$ cat src/rtl/vga_sync_decoder.sv
// Recovers pixel coordinates and colour from a VGA timing stream; pixels are emitted only after a full frame verifies.
// Optional: define VGA_DEC_ERR_CNT_EN to add a saturating 8-bit err_count output.
module vga_sync_decoder #(
    parameter int H_TOTAL  = 800,
    parameter int H_ACTIVE = 640,
    parameter int V_TOTAL  = 525,
    parameter int V_ACTIVE = 480
) (
    input  logic       clk_25,
    input  logic       rst,
    input  logic       vga_hs,
    input  logic       vga_vs,
    input  logic       vga_blank,
    input  logic [7:0] vga_r,
    input  logic [7:0] vga_g,
    input  logic [7:0] vga_b,
    output logic [9:0] px_x,
    output logic [9:0] px_y,
    output logic [7:0] px_r,
    output logic [7:0] px_g,
    output logic [7:0] px_b,
    output logic       px_valid,
    output logic       frame_done,
    output logic       locked,
    output logic       sync_err
`ifdef VGA_DEC_ERR_CNT_EN
    ,
    output logic [7:0] err_count
`endif
);

    localparam logic [9:0] H_TOT    = 10'(H_TOTAL);
    localparam logic [9:0] H_ACT    = 10'(H_ACTIVE);
    localparam logic [9:0] V_TOT    = 10'(V_TOTAL);
    localparam logic [9:0] V_ACT    = 10'(V_ACTIVE);
    localparam logic [9:0] H_LAST   = 10'(H_ACTIVE - 1);
    localparam logic [9:0] V_LAST   = 10'(V_ACTIVE - 1);
    localparam logic [9:0] CNT_MAX  = 10'h3FF;

    typedef enum logic [1:0] {SEARCH, ALIGN, LOCKED} state_t;

    state_t     state_q, state_d;
    logic       hs_s1_q, hs_s1_d, vs_s1_q, vs_s1_d, blank_s1_q, blank_s1_d;
    logic [7:0] r_s1_q, r_s1_d, g_s1_q, g_s1_d, b_s1_q, b_s1_d;
    logic       hs_prev_q, hs_prev_d, vs_prev_q, vs_prev_d;
    logic [9:0] hper_q, hper_d, vper_q, vper_d, xcnt_q, xcnt_d, ycnt_q, ycnt_d;
    logic [9:0] px_x_q, px_x_d, px_y_q, px_y_d;
    logic [7:0] px_r_q, px_r_d, px_g_q, px_g_d, px_b_q, px_b_d;
    logic       px_valid_q, px_valid_d, frame_done_q, frame_done_d;
    logic       sync_err_q, sync_err_d;

    logic       hs_fall, vs_fall, line_bad, frame_bad, pix;
    logic [9:0] x_base, y_line, v_line;

    function automatic logic [9:0] sat_inc(input logic [9:0] v);
        return (v == CNT_MAX) ? v : v + 10'd1;
    endfunction

    assign hs_fall = hs_prev_q & ~hs_s1_q;
    assign vs_fall = vs_prev_q & ~vs_s1_q;

    // Line and frame results include the hs edge of this cycle, so coincident edges see hs effects first.
    assign line_bad  = (hper_q != H_TOT) || ((xcnt_q != 10'd0) && (xcnt_q != H_ACT));
    assign y_line    = (hs_fall && (xcnt_q != 10'd0)) ? sat_inc(ycnt_q) : ycnt_q;
    assign v_line    = hs_fall ? sat_inc(vper_q) : vper_q;
    assign frame_bad = (v_line != V_TOT) || (y_line != V_ACT);
    assign x_base    = hs_fall ? 10'd0 : xcnt_q;
    assign pix       = (state_q == LOCKED) && blank_s1_q;

    always_comb begin
        hs_s1_d      = vga_hs;
        vs_s1_d      = vga_vs;
        blank_s1_d   = vga_blank;
        r_s1_d       = vga_r;
        g_s1_d       = vga_g;
        b_s1_d       = vga_b;
        hs_prev_d    = hs_s1_q;
        vs_prev_d    = vs_s1_q;
        hper_d       = hs_fall ? 10'd1 : sat_inc(hper_q);
        xcnt_d       = blank_s1_q ? sat_inc(x_base) : x_base;
        ycnt_d       = vs_fall ? 10'd0 : y_line;
        vper_d       = vs_fall ? 10'd0 : v_line;
        state_d      = state_q;
        sync_err_d   = 1'b0;
        px_valid_d   = pix;
        frame_done_d = pix && (x_base == H_LAST) && (ycnt_q == V_LAST);
        px_x_d       = px_x_q;
        px_y_d       = px_y_q;
        px_r_d       = px_r_q;
        px_g_d       = px_g_q;
        px_b_d       = px_b_q;

        case (state_q)
            SEARCH: begin
                if (vs_fall) state_d = ALIGN;
            end
            ALIGN: begin
                if (hs_fall && line_bad) begin
                    state_d = SEARCH;
                end else if (vs_fall) begin
                    state_d = frame_bad ? SEARCH : LOCKED;
                end
            end
            LOCKED: begin
                if ((hs_fall && line_bad) || (vs_fall && frame_bad) || (xcnt_q > H_ACT)) begin
                    state_d    = SEARCH;
                    sync_err_d = 1'b1;
                end
            end
            default: state_d = SEARCH;
        endcase

        if (pix) begin
            px_x_d = x_base;
            px_y_d = ycnt_q;
            px_r_d = r_s1_q;
            px_g_d = g_s1_q;
            px_b_d = b_s1_q;
        end
    end

    // Sync bits reset high so a low level after reset is not mistaken for a falling edge.
    always_ff @(posedge clk_25) begin
        if (!rst) begin
            state_q      <= SEARCH;
            hs_s1_q      <= 1'b1;
            vs_s1_q      <= 1'b1;
            blank_s1_q   <= 1'b0;
            r_s1_q       <= '0;
            g_s1_q       <= '0;
            b_s1_q       <= '0;
            hs_prev_q    <= 1'b1;
            vs_prev_q    <= 1'b1;
            hper_q       <= '0;
            vper_q       <= '0;
            xcnt_q       <= '0;
            ycnt_q       <= '0;
            px_x_q       <= '0;
            px_y_q       <= '0;
            px_r_q       <= '0;
            px_g_q       <= '0;
            px_b_q       <= '0;
            px_valid_q   <= 1'b0;
            frame_done_q <= 1'b0;
            sync_err_q   <= 1'b0;
        end else begin
            state_q      <= state_d;
            hs_s1_q      <= hs_s1_d;
            vs_s1_q      <= vs_s1_d;
            blank_s1_q   <= blank_s1_d;
            r_s1_q       <= r_s1_d;
            g_s1_q       <= g_s1_d;
            b_s1_q       <= b_s1_d;
            hs_prev_q    <= hs_prev_d;
            vs_prev_q    <= vs_prev_d;
            hper_q       <= hper_d;
            vper_q       <= vper_d;
            xcnt_q       <= xcnt_d;
            ycnt_q       <= ycnt_d;
            px_x_q       <= px_x_d;
            px_y_q       <= px_y_d;
            px_r_q       <= px_r_d;
            px_g_q       <= px_g_d;
            px_b_q       <= px_b_d;
            px_valid_q   <= px_valid_d;
            frame_done_q <= frame_done_d;
            sync_err_q   <= sync_err_d;
        end
    end

    assign px_x       = px_x_q;
    assign px_y       = px_y_q;
    assign px_r       = px_r_q;
    assign px_g       = px_g_q;
    assign px_b       = px_b_q;
    assign px_valid   = px_valid_q;
    assign frame_done = frame_done_q;
    assign sync_err   = sync_err_q;
    assign locked     = (state_q == LOCKED);

`ifdef VGA_DEC_ERR_CNT_EN
    logic [7:0] err_count_q, err_count_d;

    always_comb begin
        err_count_d = err_count_q;
        if (sync_err_d && (err_count_q != 8'hFF)) err_count_d = err_count_q + 8'd1;
    end

    always_ff @(posedge clk_25) begin
        if (!rst) err_count_q <= '0;
        else      err_count_q <= err_count_d;
    end

    assign err_count = err_count_q;
`endif

endmodule

$ cat config.mk
export PLATFORM = sky130hd
export DESIGN_NAME = vga_sync_decoder
export DESIGN_NICKNAME = d
export VERILOG_FILES = /design/src/rtl/vga_sync_decoder.sv
export SDC_FILE = /design/constraint.sdc
export NUM_CORES = 1
export LEC_CHECK = 0
export CORE_UTILIZATION = 58
export DETAILED_ROUTE_END_ITERATION = 10
export PLACE_DENSITY = 0.95
export SKIP_CTS_REPAIR_TIMING = 1
export SYNTH_ARGS = -nofsm -noshare
export SYNTH_HDL_FRONTEND = slang
export SYNTH_SLANG_ARGS = --single-unit
$ cat constraint.sdc
create_clock -name clk_25 -period 3.8 [get_ports clk_25]
set_input_delay 0.57 -clock clk_25 [delete_from_list [all_inputs] [get_ports clk_25]]
set_output_delay 0.57 -clock clk_25 [all_outputs]
set_load 0.02 [all_outputs]
==> impl_metrics.json <==
{
  "clock_latency_ns": 0.52,
  "worst-path-buf-inv": 1,
  "p_per_area_nw_per_um2": 468,
  "yosysSeqAreaShare_pct": 46.7,
  "switching_share_pct": 21.9,
  "wl_per_cell_um": 19.5,
  "max_stage_delay_ns": 0.49,
  "seq_power_share_pct": 42.4,
  "area_growth_pct": 27.0,
  "cp_slowest_cell": "o21ai_1",
  "stdcell_count": 765,
  "grtUsageTotal_pct": 35.9,
  "num_rows": 33,
  "die_h_um": 95.4,
  "setup_viol": 0,
  "fin_skew_ns": 0.00656,
  "initialDrtViolationCount": 654,
  "grt-ovfl-total": 0,
  "port_buffers": 76,
  "r2r_start": "hs_prev_d$_SDFF_PN1_",
  "p_clk_share_pct": 53.8,
  "cts_buffers": 17,
  "tns_ns": 0,
  "async_reset_ff_share_pct": 0,
  "initial_core_util_pct": 60.6,
  "period_share_pct": 69.6,
  "worstSetupPathType": "reg2reg",
  "max_slew.worst_pin.slew_ns": 0.734,
  "synthCells": 586,
  "synth.area.top_cells": "dfxtp_1 47%, nand2_1 8.0%, a21boi_0 6.4%, and2_1 4.7%, nor2_1 3.1%",
  "rsz0062_at_grt": "no",
  "drc": 0,
  "clockRootBuffer": "clkbuf_8",
  "fin_crit_ns": 2.64,
  "synthesis.nets": 620,
  "grt_max_degree": 63,
  "vias_per_cell": 6.25,
  "crit_fanout": 20,
  "combPwrFrac_pct": 3.8,
  "fp.dieW_um": 95.4,
  "num_vias": 4779,
  "cp-start-kind": "flip-flop",
  "post-place-ws_ns": 1.33,
  "status": "finished clean",
  "h-tree-depth": 4,
  "cts_tree": "built",
  "coreArea_um2": 8340,
  "p_leak_nw": 2.22,
  "nFillCells": 437,
  "antenna_found_initial": 0,
  "routed_wl_mm": 14.9,
  "insertedDiodeCount": 0,
  "cp_data_required_time_ns": 4.18,
  "yosys_warnings": 0,
  "antenna_left": 0,
  "hp-class": "reg2reg",
  "slew_headroom_pct": 50.9,
  "end_kind": "flip-flop",
  "dp_cells": 734,
  "switchingPower_uw": 659,
  "final_max_slew_viol_count": 0,
  "synth_top_area_cell": "dfxtp_1",
  "arrival_ns": 3.02,
  "final-hold-violation-count": 0,
  "hold_path.startpoint": "px_y[6]$_SDFFE_PN0P_",
  "cts_sinks": 118,
  "fmax_mhz": 378,
  "cts_buffer_depth": 2,
  "ys_ff_latch": 118,
  "drive_gt1_share_pct": 7.27,
  "grt_pass1_vias": 4804,
  "worstSetupStartpoint": "hs_prev_d$_SDFF_PN1_",
  "synth_edf_count": 0,
  "maxCapViolCount": 0,
  "intPower_mw": 2.35,
  "hpwlAfterDp_mm": 8.13,
  "path_clk_slew_ns": 0.06,
  "synth_top_area_share_pct": 46.7,
  "die_area_um2": 9090,
  "layout.nets": 682,
  "synth_cell_types": 55,
  "path_common_cell": "nor2_1",
  "setup_ws_ns": 1.16,
  "gp_congestion": 0.952,
  "first_pass_iters": 6,
  "grt_pass1_wl_mm": 24.4,
  "avgSynthCellArea_um2": 8.63,
  "peakVddDrop_mv": 0.429,
  "ys.flop_type": "dfxtp_1",
  "io_pins": 77,
  "synth_area_um2": 5050,
  "cp_cell_sequence": "nand2b_1 -> buf_4 -> and2_1 -> ha_1 -> and3_1 -> nand4_1 -> o21ai_1 -> nor2_1 -> xnor2_1 -> nor2_1",
  "critical_path.top_delay_family": "simple AND/OR/NAND/NOR gates"
}
==> final cells by class <==
cell class | instances | area (um^2) | share of cell area [%]
well taps | 105 | 131 | 2.05
flip-flops and latches | 118 | 2360 | 36.8
clock buffers | 20 | 445 | 6.94
inverters | 8 | 30.0 | 0.468
multi-input cells | 423 | 2510 | 39.2
clock inverters | 11 | 150 | 2.34
repair buffers | 80 | 786 | 12.2
==> synthesized netlist by cell type, types with 3 or more instances <==
master    count
a211oi_1      4
a21boi_0     43
a21oi_1      18
a311oi_1      5
a31oi_1       5
and2_1       38
and3_1        6
and4_1        5
buf_2         7
clkbuf_1     30
dfxtp_1     118
ha_1          5
inv_1         8
mux2i_1       5
nand2_1     108
nand2b_1      6
nand3_1      24
nand3b_1      3
nand4_1      13
nand4b_1      3
nor2_1       42
nor2b_1       7
nor3_1        9
nor3b_1       4
nor4_1        3
o21a_1        3
o21ai_0      11
or3_1         3
xnor2_1       8
xor2_1       10
==> power by group through the flow <==
stage	combinational [mW]	clock [mW]	sequential (mW)
final	0.113	1.62	1.28
after global routing	0.121	1.68	1.28
after CTS	0.112	1.61	1.28
after detailed placement	0.108	0	1.30
after global placement	0.103	0	1.30
after floorplan	0.0639	0	1.30
==> through the flow <==
step / hold WS (ns) / power [mW] / instance area (um^2) / util, %
final: 0.462 / 3.01 / 6420 / 77.0
after global routing: 0.479 / 3.08 / 6420 / 77.0
after CTS: 0.459 / 3.00 / 6420 / 77.0
after detailed placement: 0.439 / 1.41 / 5820 / 69.8
after global placement: 0.429 / 1.40 / 5820 / 69.8
after floorplan: 0.404 / 1.36 / 5050 / -
==> worst register-to-register path: cells and delay by family, from the launching register on <==
| family | cells | cell delay [ns] |
|---|---|---|
| buffers and inverters | 1 | 0.23 |
| adders and majority gates | 1 | 0.24 |
| AOI/OAI and AO/OA | 1 | 0.49 |
| xor gates and xnor gates | 1 | 0.25 |
| DFF | 1 | 0.36 |
| and+or+nand+nor | 6 | 0.94 |
==> path summary, 6_finish.rpt <==
kind	end	slack, ns	cells past startpoint
worst min register to register	px_y[6]$_SDFFE_PN0P_	0.46	2
worst max register to register	xcnt_q[4]$_SDFF_PN0_	1.16	10
worst min-delay path	px_y[6]$_SDFFE_PN0P_	0.46	2
worst max-delay path	xcnt_q[4]$_SDFF_PN0_	1.16	10
==> per-layer routing <==
metal  up-vias  part of all wire (%)  routed length [um]  GRT usage (%)
met2       341                    49                7260           59.9
met3        88                   9.6                1430           11.9
met1      2204                    37                5520           41.1
met4         0                   4.7                 701           17.6
li1       2146                     -                   -              -
met5         -                     0                   0              0
==> logic make-up (layout without fill, tap and decap cells) <==
logic type	after synthesis	count (layout)	share of synthesized area, %
AO/OA/AOI/OAI	108	108	15.3
XOR/XNOR	18	18	3.12
adder cells (fa/ha/maj)	5	5	1.24
buffers and inverters	45	119	3.51
flip-flops	118	118	46.7
multiplexers	5	5	0.990
AND/OR/NAND/NOR	287	287	29.1
==> layout by cell type, fill, tap and decap left out, types with 11 or more instances in the layout <==
cell type          n
a21boi_0          43
a21oi_1           18
and2_1            38
clkbuf_16         16
clkdlybuf4s50_1   75
dfxtp_1          118
nand2_1          108
nand3_1           24
nand4_1           13
nor2_1            42
o21ai_0           11
==> sequential cells by signal (all words and copies together), names as in the netlist, 10 cells and up <==
| register | flops |
|---|---|
| hper_q | 10 |
| xcnt_q | 10 |
| px_x | 10 |
| vper_q | 10 |
| px_y | 10 |
| ycnt_q | 10 |
Power figures use the tool's default switching activity.
